--- src/rtl/mc_control_fsm.sv ---
// Multi-cycle sequencer for the RV32I-subset core: steps each instruction through
// fetch, decode, execute, memory access and writeback, and selects the ALU function.
module mc_control_fsm #(
  parameter int MEM_TIMEOUT = 16,
  parameter int CNT_W       = 5
) (
  input  logic        clk,
  input  logic        rst_n,
  input  logic [31:0] instr,
  input  logic        branch_taken,
  input  logic        mem_ready,
  output logic        mem_req,
  output logic        mem_we,
  output logic        addr_sel,
  output logic        ir_we,
  output logic        ab_we,
  output logic [4:0]  alu_func,
  output logic        reg_we,
  output logic [1:0]  wb_sel,
  output logic        pc_we,
  output logic        pc_sel,
  output logic        trap,
  output logic [2:0]  state
);

  localparam logic [4:0] ALU_NOP   = 5'd0;
  localparam logic [4:0] ALU_ADD   = 5'd1;
  localparam logic [4:0] ALU_SUB   = 5'd2;
  localparam logic [4:0] ALU_AND   = 5'd3;
  localparam logic [4:0] ALU_OR    = 5'd4;
  localparam logic [4:0] ALU_XOR   = 5'd5;
  localparam logic [4:0] ALU_ADDI  = 5'd6;
  localparam logic [4:0] ALU_ANDI  = 5'd7;
  localparam logic [4:0] ALU_ORI   = 5'd8;
  localparam logic [4:0] ALU_XORI  = 5'd9;
  localparam logic [4:0] ALU_LOAD  = 5'd10;
  localparam logic [4:0] ALU_STORE = 5'd11;
  localparam logic [4:0] ALU_BEQ   = 5'd12;
  localparam logic [4:0] ALU_BNE   = 5'd13;
  localparam logic [4:0] ALU_BLT   = 5'd14;
  localparam logic [4:0] ALU_BGE   = 5'd15;
  localparam logic [4:0] ALU_LUI   = 5'd16;
  localparam logic [4:0] ALU_JUMP  = 5'd17;

  typedef enum logic [2:0] {
    S_FETCH  = 3'd0,
    S_DECODE = 3'd1,
    S_EXEC   = 3'd2,
    S_MEM    = 3'd3,
    S_WB     = 3'd4,
    S_TRAP   = 3'd7
  } state_t;

  typedef enum logic [2:0] {C_ALU, C_LOAD, C_STORE, C_BRANCH, C_JAL} cls_t;

  state_t           r_state, w_next_state;
  logic [CNT_W-1:0] r_wait_cnt;
  cls_t             r_cls, w_dec_cls;
  logic [4:0]       r_func, w_dec_func;
  logic             r_rd_zero;
  logic             w_dec_legal;
  logic             w_timeout, w_mem_wait;
  logic             w_mem_req, w_mem_we, w_addr_sel, w_ir_we, w_ab_we;
  logic             w_reg_we, w_pc_we, w_pc_sel, w_trap;
  logic [4:0]       w_alu_func;
  logic [1:0]       w_wb_sel;
  logic [6:0]       w_opcode, w_funct7;
  logic [2:0]       w_funct3;
  logic             w_unused;

  assign w_opcode = instr[6:0];
  assign w_funct3 = instr[14:12];
  assign w_funct7 = instr[31:25];
  assign w_unused = ^instr[24:15];

  always_comb begin
    w_dec_legal = 1'b0;
    w_dec_cls   = C_ALU;
    w_dec_func  = ALU_NOP;
    case (w_opcode)
      7'b0110011: begin
        case (w_funct3)
          3'b000: begin
            if (w_funct7 == 7'b0000000) begin w_dec_legal = 1'b1; w_dec_func = ALU_ADD; end
            else if (w_funct7 == 7'b0100000) begin w_dec_legal = 1'b1; w_dec_func = ALU_SUB; end
          end
          3'b111: if (w_funct7 == 7'b0) begin w_dec_legal = 1'b1; w_dec_func = ALU_AND; end
          3'b110: if (w_funct7 == 7'b0) begin w_dec_legal = 1'b1; w_dec_func = ALU_OR; end
          3'b100: if (w_funct7 == 7'b0) begin w_dec_legal = 1'b1; w_dec_func = ALU_XOR; end
          default: ;
        endcase
      end
      7'b0010011: begin
        case (w_funct3)
          3'b000: begin w_dec_legal = 1'b1; w_dec_func = ALU_ADDI; end
          3'b111: begin w_dec_legal = 1'b1; w_dec_func = ALU_ANDI; end
          3'b110: begin w_dec_legal = 1'b1; w_dec_func = ALU_ORI; end
          3'b100: begin w_dec_legal = 1'b1; w_dec_func = ALU_XORI; end
          default: ;
        endcase
      end
      7'b0000011: if (w_funct3 == 3'b010) begin
        w_dec_legal = 1'b1; w_dec_cls = C_LOAD; w_dec_func = ALU_LOAD;
      end
      7'b0100011: if (w_funct3 == 3'b010) begin
        w_dec_legal = 1'b1; w_dec_cls = C_STORE; w_dec_func = ALU_STORE;
      end
      7'b1100011: begin
        w_dec_cls = C_BRANCH;
        case (w_funct3)
          3'b000: begin w_dec_legal = 1'b1; w_dec_func = ALU_BEQ; end
          3'b001: begin w_dec_legal = 1'b1; w_dec_func = ALU_BNE; end
          3'b100: begin w_dec_legal = 1'b1; w_dec_func = ALU_BLT; end
          3'b101: begin w_dec_legal = 1'b1; w_dec_func = ALU_BGE; end
          default: ;
        endcase
      end
      7'b0110111: begin w_dec_legal = 1'b1; w_dec_func = ALU_LUI; end
      7'b1101111: begin w_dec_legal = 1'b1; w_dec_cls = C_JAL; w_dec_func = ALU_JUMP; end
      default: ;
    endcase
  end

  // The counter value seen on the Nth unanswered request cycle is N-1.
  assign w_timeout  = (r_wait_cnt == CNT_W'(MEM_TIMEOUT - 1));
  assign w_mem_wait = w_mem_req && !mem_ready;

  always_ff @(posedge clk or negedge rst_n) begin
    if (!rst_n) begin
      r_state    <= S_FETCH;
      r_wait_cnt <= '0;
      r_cls      <= C_ALU;
      r_func     <= ALU_NOP;
      r_rd_zero  <= 1'b1;
    end else begin
      r_state <= w_next_state;
      if (w_next_state != r_state) r_wait_cnt <= '0;
      else if (w_mem_wait)         r_wait_cnt <= r_wait_cnt + CNT_W'(1);
      if (r_state == S_DECODE) begin
        r_cls     <= w_dec_cls;
        r_func    <= w_dec_func;
        r_rd_zero <= (instr[11:7] == 5'd0);
      end
    end
  end

  // Only ir_we and the store-retire pc_we are qualified by mem_ready; the request
  // side (mem_req/mem_we/addr_sel) depends on registered state alone.
  always_comb begin
    w_next_state = r_state;
    w_mem_req    = 1'b0;
    w_mem_we     = 1'b0;
    w_addr_sel   = 1'b0;
    w_ir_we      = 1'b0;
    w_ab_we      = 1'b0;
    w_alu_func   = ALU_NOP;
    w_reg_we     = 1'b0;
    w_wb_sel     = 2'd0;
    w_pc_we      = 1'b0;
    w_pc_sel     = 1'b0;
    w_trap       = 1'b0;
    case (r_state)
      S_FETCH: begin
        w_mem_req = 1'b1;
        if (mem_ready) begin
          w_ir_we      = 1'b1;
          w_next_state = S_DECODE;
        end else if (w_timeout) begin
          w_next_state = S_TRAP;
        end
      end
      S_DECODE: begin
        w_ab_we      = 1'b1;
        w_next_state = w_dec_legal ? S_EXEC : S_TRAP;
      end
      S_EXEC: begin
        w_alu_func = r_func;
        case (r_cls)
          C_BRANCH: begin
            w_pc_we      = 1'b1;
            w_pc_sel     = branch_taken;
            w_next_state = S_FETCH;
          end
          C_LOAD, C_STORE: w_next_state = S_MEM;
          default:         w_next_state = S_WB;
        endcase
      end
      S_MEM: begin
        w_alu_func = r_func;
        w_mem_req  = 1'b1;
        w_addr_sel = 1'b1;
        w_mem_we   = (r_cls == C_STORE);
        if (mem_ready) begin
          if (r_cls == C_STORE) begin
            w_pc_we      = 1'b1;
            w_next_state = S_FETCH;
          end else begin
            w_next_state = S_WB;
          end
        end else if (w_timeout) begin
          w_next_state = S_TRAP;
        end
      end
      S_WB: begin
        w_alu_func   = r_func;
        w_reg_we     = !r_rd_zero;
        w_wb_sel     = (r_cls == C_LOAD) ? 2'd1 : (r_cls == C_JAL) ? 2'd2 : 2'd0;
        w_pc_we      = 1'b1;
        w_pc_sel     = (r_cls == C_JAL);
        w_next_state = S_FETCH;
      end
      S_TRAP:  w_trap = 1'b1;
      default: w_next_state = S_TRAP;
    endcase
  end

  // Gating with rst_n makes every output drop the moment reset asserts, even mid-cycle.
  assign mem_req  = rst_n & w_mem_req;
  assign mem_we   = rst_n & w_mem_we;
  assign addr_sel = rst_n & w_addr_sel;
  assign ir_we    = rst_n & w_ir_we;
  assign ab_we    = rst_n & w_ab_we;
  assign alu_func = rst_n ? w_alu_func : ALU_NOP;
  assign reg_we   = rst_n & w_reg_we;
  assign wb_sel   = rst_n ? w_wb_sel : 2'd0;
  assign pc_we    = rst_n & w_pc_we;
  assign pc_sel   = rst_n & w_pc_sel;
  assign trap     = rst_n & w_trap;
  assign state    = r_state;

endmodule

--- config.mk ---
export PLATFORM = sky130hd
export DESIGN_NAME = mc_control_fsm
export DESIGN_NICKNAME = d
export VERILOG_FILES = /design/src/rtl/mc_control_fsm.sv
export SDC_FILE = /design/constraint.sdc
export NUM_CORES = 1
export LEC_CHECK = 0
export CAP_MARGIN = 20
export CELL_PAD_IN_SITES_DETAIL_PLACEMENT = 0
export CELL_PAD_IN_SITES_GLOBAL_PLACEMENT = 1
export CORE_ASPECT_RATIO = 2
export CORE_MARGIN = 3
export CORE_UTILIZATION = 34
export DETAILED_ROUTE_END_ITERATION = 12
export PLACE_DENSITY_LB_ADDON = 0.08
export SLEW_MARGIN = 20
export SYNTH_ARGS = -nofsm -noshare
export SYNTH_HDL_FRONTEND = slang
export SYNTH_SLANG_ARGS = --single-unit
--- constraint.sdc ---
create_clock -name clk -period 4.7 [get_ports clk]
set_input_delay 0.94 -clock clk [delete_from_list [all_inputs] [get_ports clk]]
set_output_delay 0.94 -clock clk [all_outputs]
set_load 0.03 [all_outputs]
**Word-level counts from Yosys, hierarchy flattened**

Index checks and enable logic that the tools add are counted.
W data, S select, Z words.

- Register bits: 17
- Latch bits: 0
- Memory bits (writable): 0
- Bits in read-only memories: 0
- Output and inout port bits: 19
- Word-level logic and storage cells: 107
- Memories kept: 0

- Add/sub/neg operators: 1
- Multiply operators: 0
- Div/mod/pow operators: 0
- $lt $le $gt $ge: 0
- Equal/unequal tests: 25
- Shifts and indexed selects: 0
- Mux-type cells: 51
- Bitwise gates (word level): 9
- Reductions and logical operators: 16

Operators by type and width:

| kind | count |
|---|---|
| $pmux W5 S7 | 1 |
| $pmux W4 S4 | 2 |
| $eq A7 B6 Y1 const B | 4 |
| $pmux W3 S4 | 2 |
| $eq A3 B3 Y1 const B | 7 |
| $mux W3 | 7 |
| $mux W5 | 4 |
| $mux W1 | 19 |
| $pmux W3 S6 | 1 |
| $mux W2 | 8 |
| $eq A3 B2 Y1 const B | 5 |
| $eq A7 B7 Y1 const B | 2 |
| $and A1 B1 Y1 | 9 |
| $eq A3 B1 Y1 const B | 3 |
| $mux W4 | 2 |
| $reduce_or A2 Y1 | 4 |
| $reduce_or A4 Y1 | 2 |
| $eq A7 B2 Y1 const B | 1 |
| $eq A7 B5 Y1 const B | 1 |
| $logic_not A7 Y1 | 1 |
| $logic_not A3 Y1 | 2 |
| $pmux W3 S2 | 1 |
| $reduce_or A3 Y1 | 2 |
| $add A5 B1 Y5 const B | 1 |
| 9 further kinds | 11 |

**Longest topological paths before layout**

Gate-level depths: netlist (run 1).

- Depth in word-level cells: 9
- Depth in mapped cells: 7
- Depth with buffers taken out: 7

**Least setup slack after synthesis (run 1)**

No wires, ideal clock.

- Path type: input-to-output
- Start: in rst_n
- End: out pc_sel
- Arrival: 2.561 ns
- Data required time: 3.760 ns
- Path slack: 1.199 ns
- Cell stages on the path: 3
- Buffers on the path: 0
- Cells stage by stage: nand3_1 > nor4b_1 > a41o_1

- Cells in the longest elaborated chain, start to end: 1

RTL lines:

| item | RTL line | text |
|---|---|---|
| start: declaration | 8 | `input logic rst_n,` |
| $and A1 B1 Y1 | 227 | `assign pc_sel = rst_n & w_pc_sel;` |
| end: declaration | 21 | `output logic pc_sel,` |

Every way passes these cells.

**Worst setup path in the final report (run 1)**

Ends and elaborated chain as after synthesis.

==> results of run 1 <==
==> state kept, by name (all words and copies together), names as in the netlist <==
name	cells
r_rd_zero	1
r_func	5
r_wait_cnt	5
r_cls	3
state	3
==> synthesized netlist by cell type, types with 2 or more instances <==
master and count:
nand2_1 21, dfrtp_1 16, nor2_1 14, o21ai_0 12, a21oi_1 7, nand3_1 7, and2_1 6, nand2b_1 6
a211oi_1 5, and3_1 5, buf_2 5, clkbuf_1 5, nand3b_1 4, nor3_1 4, nor3b_1 4, xor2_1 4
inv_1 3, nor4_1 3, nor4b_1 3, a2bb2oi_1 2, a32oi_1 2, ha_1 2, mux2i_1 2, o211ai_1 2
o41ai_1 2, or4b_1 2, xnor2_1 2
==> metrics by stage <==
stage / setup WS, ns / utilization (%) / power, mW / instance area (um2) / std cells
final: 0.570 / 49.1 / 0.305 / 1950 / 265
after global routing: 0.442 / 49.1 / 0.321 / 1950 / 265
after CTS: 0.548 / 49.1 / 0.309 / 1950 / 265
after detailed placement: 0.559 / 47.9 / 0.200 / 1900 / 261
after global placement: 0.612 / 47.9 / 0.199 / 1900 / 261
after floorplan: 1.20 / - / 0.168 / 1440 / 176
==> worst max path at each step <==
stage	to	startpoint	slack, ns	cells past startpoint
final	pc_sel	rst_n	0.57	5
after floorplan	pc_sel	rst_n	1.20	3
after detailed placement	pc_sel	rst_n	0.56	5
after CTS	pc_sel	rst_n	0.55	5
after global routing	pc_sel	rst_n	0.44	5
after global placement	pc_sel	rst_n	0.61	5
==> power by group <==
group	switching, mW	leakage, nW	internal [mW]
Sequential	0	0.192	0.146
Combinational	0.0237	0.523	0.0269
Clock	0.0497	0.0255	0.0587
==> logic make-up after synthesis <==
kind of cell	count (synthesis)
adders and majority gates	2
DFF	17
xor gates and xnor gates	6
and+or+nand+nor	90
buffers and inverters	14
AOI/OAI and AO/OA	44
muxes	3
==> worst max-delay path, delay by kind of cell <==
family	cells	cell delay (ns)
buf+inv	2	1.38
simple gates	2	0.71
compound gates	1	0.16
==> routing by layer <==
layer | up-vias | global-route usage, % | wire length, um
met3 | 8 | 1.98 | 130
met4 | 0 | 5.86 | 69
met2 | 36 | 32.9 | 2380
li1 | 738 | - | -
met5 | - | 0 | 0
met1 | 708 | 18.3 | 1500
==> layout make-up <==
class	instances	share of cell area, %
Clock buffer	3	2.12
Clock inverter	1	0.257
Inverter	3	0.579
Multi-Input combinational cell	145	48.8
Sequential cell	17	21.9
Tap cell	51	3.28
Timing Repair Buffer	45	23.0
==> out/results.ini, run 1 <==
[final_layout]
fillers = 375
layout-drive-gt1-share_pct = 6.54
area_growth_pct = 35.2
num_antenna_cells = 0
register_area_um2 = 427
final_cell_mix = clkdlybuf4s50_1, nand2_1, dfrtp_1
multi_input_area_um2 = 950
nNetsFinal = 253
final_common_cell = clkdlybuf4s50_1

[detailed_routing]
ant_nets = 0
routed_via_density = 5.62
vias = 1490
firstDrtPassIters = 4
drt-initial-drc-count = 38
wl_per_cell_um = 15.4
drc_errors = 0
routed_wl_um = 4080

[synth]
synthArstFlopShare_pct = 100
yosysTopAreaCell = dfrtp_1
synth-main-ff-cell = dfrtp_1
yosys.area_share.simple_pct = 36.4
syn_area_um2 = 1440
syn_inst = 176
synth_area_leaders = dfrtp_1, nand2_1, o21ai_0
synth_edf_count = 0
synth_top_area_share_pct = 27.8
synth_cell_types = 53
avgSynthCellArea_um2 = 8.18
synthXorXnorAreaFrac_pct = 3.65
synth_adder_area_share_pct = 1.74
yosys_warnings = 0
muxShareOfSynthArea_pct = 2.17
synth_top_family_by_area = simple AND/OR/NAND/NOR gates
synth.net_count = 214
yosysSeqAreaShare_pct = 29.7
synth_compound_area_share_pct = 22.0
synth-seq-cells = 17

[sta]
finalCritPeriodShare_pct = 87.9
fmax_mhz = 242
rsz0062_at_grt = no
period_minus_slack_ns = 4.13
finalHoldViolations = 0
tns_ns = 0
finClkSkew_ns = 0.00185
finalSetupViolCount = 0
worst_pin_slew_ns = 0.626
slew_viol_final = 0
slew-limit-headroom_pct = 57.9
whs_ns = 0.468

[grt]
grt_max_degree = 20
grt_pass1_vias = 1460
grt_pass1_wl_um = 6800
grtUsageTotal_pct = 17.3
antenna_found_initial = 0
grt.overflow.total = 0

[die]
die_h_um = 98
dieArea_um2 = 5100
core_um2 = 3960
ioPinCount = 55
num_rows = 32
initial_core_util_pct = 36.3
die_w_um = 52

[worst_setup_path]
cp-end-kind = primary output
crit_fanout = 10
max_stage_delay_ns = 0.71
crit_top_cell = clkdlybuf4s50_1
crit_slowest_cell = clkdlybuf4s50_1
worstReg2RegStart = state[0]
reg2reg_slack_ns = 2.66
rr_endpoint = r_wait_cnt[4]
crit_chain = clkdlybuf4s50_1 > nand3_1 > nor4b_1 > a41o_1 > clkdlybuf4s50_1
reg2reg_depth = 4
crit_required_ns = 3.76
critPathArrivalTime_ns = 3.19
path_class = in2out
startpoint_type = input port

[placed_design]
gp_congestion = 0.793
port_buffers = 44
hpwl_um = 3280

[clock_network]
clock-root-buffer = clkbuf_8
cts.path.max_buffers = 2
numCtsBuffers = 3
post-cts-setup-buffer-count = 0
cts_tree = done
path_clk_slew_ns = 0.07
cts.sinks = 17
postCtsHoldBufs = 0
htreeDepth = 1
clk_latency_ns = 0.25
cts_resized = 0

[job]
drv_cap = 0

[power]
power_leakage_nw = 0.741
max-vdd-ir-drop_v = 0.000119
power.density_cell_area_nw_per_um2 = 157

[min_path]
whs_path_depth = 2
hp-start = r_rd_zero
min_to = r_rd_zero
min_path_type = reg2reg

[run_status]
status = complete, no violations

(Power assumes the default switching activity.)
==> inputs of run 2 (changes only) <==
--- a/config.mk
+++ b/config.mk
@@ -12,8 +12,10 @@
 export CORE_MARGIN = 3
 export CORE_UTILIZATION = 34
 export DETAILED_ROUTE_END_ITERATION = 12
+export GPL_TIMING_DRIVEN = 0
 export PLACE_DENSITY_LB_ADDON = 0.08
 export SLEW_MARGIN = 20
 export SYNTH_ARGS = -nofsm -noshare
 export SYNTH_HDL_FRONTEND = slang
 export SYNTH_SLANG_ARGS = --single-unit
+export TNS_END_PERCENT = 10
==> run 2 against run 1 <==
  * Clock power hardly changed
  * Critical path depth stayed put
  * Cell area is 0.64% higher
  * Wire length is 1.5% higher
  * Largest power group unchanged
  * Highest routed layer unchanged
  * Critical path type unchanged
==> out/results.ini, run 2 (synthesis gave the netlist of run 1 again) <==
[final_layout]
multi_input_area_um2 = 950  ; unchanged
final_cell_mix = clkdlybuf4s50_1, nand2_1, dfrtp_1
layout-drive-gt1-share_pct = 8.60  ; +2.1 points
fillers = 397  ; +5.9%
reg.largest.list = r_func x5, r_wait_cnt x5
final_common_cell = clkdlybuf4s50_1
area_growth_pct = 36.1
fin_area_um2 = 1960  ; +0.64%
fin_cells = 272  ; +2.6%
nNetsFinal = 260  ; +2.8%
num_antenna_cells = 0  ; unchanged
register_area_um2 = 427  ; unchanged
postLayoutCoreUtil_pct = 49.4  ; +0.32 points

[worst_setup_path]
crit_slowest_cell = dlygate4sd2_1
crit_required_ns = 3.76  ; about the same
path_class = in2out
crit_chain = dlygate4sd2_1 > nand3_1 > nor4b_1 > a41o_1 > clkdlybuf4s50_1
max_stage_delay_ns = 0.82  ; +0.11 ns
critPathArrivalTime_ns = 3.46  ; +0.27 ns
startpoint_type = input port
crit_fanout = 24  ; +14
cp-end-kind = primary output

[clock_network]
cts_tree = done
clk_latency_ns = 0.25  ; about the same
clock-root-buffer = clkbuf_8
htreeDepth = 1  ; unchanged
cts.path.max_buffers = 2  ; unchanged
path_clk_slew_ns = 0.06  ; about the same
cts.sinks = 17  ; unchanged
numCtsBuffers = 3  ; unchanged

[grt]
antenna_found_initial = 0  ; unchanged
top_usage_layer = met2
grtUsageMet3_pct = 2.29  ; +0.31 points
grtUsageTotal_pct = 17.4  ; +0.14 points
grt_max_degree = 25  ; +25%
grt.overflow.total = 0  ; unchanged
grt_pass1_vias = 1477  ; +1.2%
grt_use_met2_pct = 33.5  ; +0.58 points
met1_usage_pct = 16.3  ; -2.0 points
grt_pass1_wl_um = 6850  ; +0.81%

[detailed_routing]
drc_errors = 0  ; unchanged
drt-initial-drc-count = 49  ; +29%
vias = 1529  ; +2.6%
routed_wl_um = 4140  ; +1.5%
firstDrtPassIters = 4  ; unchanged
wl_per_cell_um = 15.2  ; -1.1%
routed_via_density = 5.62  ; about the same
ant_nets = 0  ; unchanged

[die]
die_w_um = 52  ; unchanged
dieArea_um2 = 5100  ; unchanged
num_rows = 32  ; unchanged
die_h_um = 98  ; unchanged
ioPinCount = 55  ; unchanged
core_um2 = 3960  ; unchanged
initial_core_util_pct = 36.3  ; unchanged

[power]
max-vdd-ir-drop_v = 0.000117  ; -1.4%
power.density_cell_area_nw_per_um2 = 155  ; -0.99%
power_leakage_nw = 0.752  ; +1.5%

[placed_design]
hpwl_um = 3380  ; +3.0%
placed_cell_area_um2 = 1910  ; +0.72%
dp_cells = 268  ; +2.7%
port_buffers = 41  ; -6.8%
gp_congestion = 0.782  ; -1.4%

[job]
drv_cap = 0  ; unchanged

[sta]
slew-limit-headroom_pct = 36.3  ; -22 points
finalHoldViolations = 0  ; unchanged
rsz0062_at_grt = no
finalCritPeriodShare_pct = 93.7  ; +5.8 points
slew_viol_final = 0  ; unchanged
finClkSkew_ns = 0.00361  ; +0.00176 ns
finalSetupViolCount = 0  ; unchanged
period_minus_slack_ns = 4.40  ; +0.272 ns
tns_ns = 0  ; unchanged
fmax_mhz = 227  ; -6.2%
worst_pin_slew_ns = 0.955  ; +0.328 ns

[run_status]
status = complete, no violations

[min_path]
min_path_type = reg2reg

[run 2: changes by cell type in the layout (fill, tap and decap cells not counted), sizes merged]
cell,before,now
dlygate4sd2,0,1
buf,1,6
clkdlybuf4s50,44,40
clkbuf,3,8
[run 2: metal layers]
| metal | wire (um) | vias to the layer above | share of wire [%] |
|---|---|---|---|
| met5 | 0 | - | 0 |
| met4 | 142 | 0 | 3.4 |
| met3 | 133 | 10 | 3.2 |
| met2 | 2420 | 37 | 58 |
| met1 | 1450 | 729 | 35 |
| li1 | - | 753 | - |
[run 2: timing repair]
| item | in CTS | in global routing |
|---|---|---|
| setup buffers | 0 | 0 |
| endpoints found under the setup margin | 2 | 0 |
| hold buffers | 0 | 0 |
| gates resized for setup | 1 | 0 |
[run 2: area by class of cell]
| type | instances | area share (%) |
|---|---|---|
| buffer | 11 | 2.62 |
| clock buffer | 3 | 2.11 |
| clock inverter | 1 | 0.256 |
| inverter | 3 | 0.575 |
| multi-input combinational | 145 | 48.5 |
| sequential | 17 | 21.8 |
| tap | 51 | 3.26 |
| timing repair buffer | 41 | 20.9 |
[run 2: critical path, delay by kind of cell]
kind	cells	cell delay (ns)
buffers and inverters	2	1.49
and+or+nand+nor	2	0.85
AOI/OAI and AO/OA	1	0.15
[run 2: power by group]
| group | internal (mW) | switching (mW) |
|---|---|---|
| Clock | 0.0588 | 0.0501 |
| Sequential | 0.146 | 0 |
| Combinational | 0.0252 | 0.0238 |
[run 2: through the flow]
| stage | worst slack [ns] | hold slack, ns | power, mW |
|---|---|---|---|
| 2_1_floorplan | 1.20 | 0.442 | 0.168 |
| 3_3_place_gp | 0.0162 | 0.456 | 0.198 |
| 3_5_place_dp | -0.0860 | 0.462 | 0.199 |
| 4_1_cts | 0.177 | 0.472 | 0.310 |
| 5_1_grt | 0.0483 | 0.492 | 0.320 |
| 6_report | 0.298 | 0.470 | 0.304 |
[run 2: worst paths after layout]
kind                                     from       endpoint  slack [ns]  cells after the start
worst max-delay path                    rst_n         pc_sel        0.30                      5
min in group asynchronous               rst_n       state[1]        0.94                      1
worst min-delay path                r_rd_zero      r_rd_zero        0.47                      2
worst max register to register  r_wait_cnt[0]  r_wait_cnt[4]        2.74                      7
max in group asynchronous               rst_n  r_wait_cnt[3]        3.17                      1
worst min register to register      r_rd_zero      r_rd_zero        0.47                      2
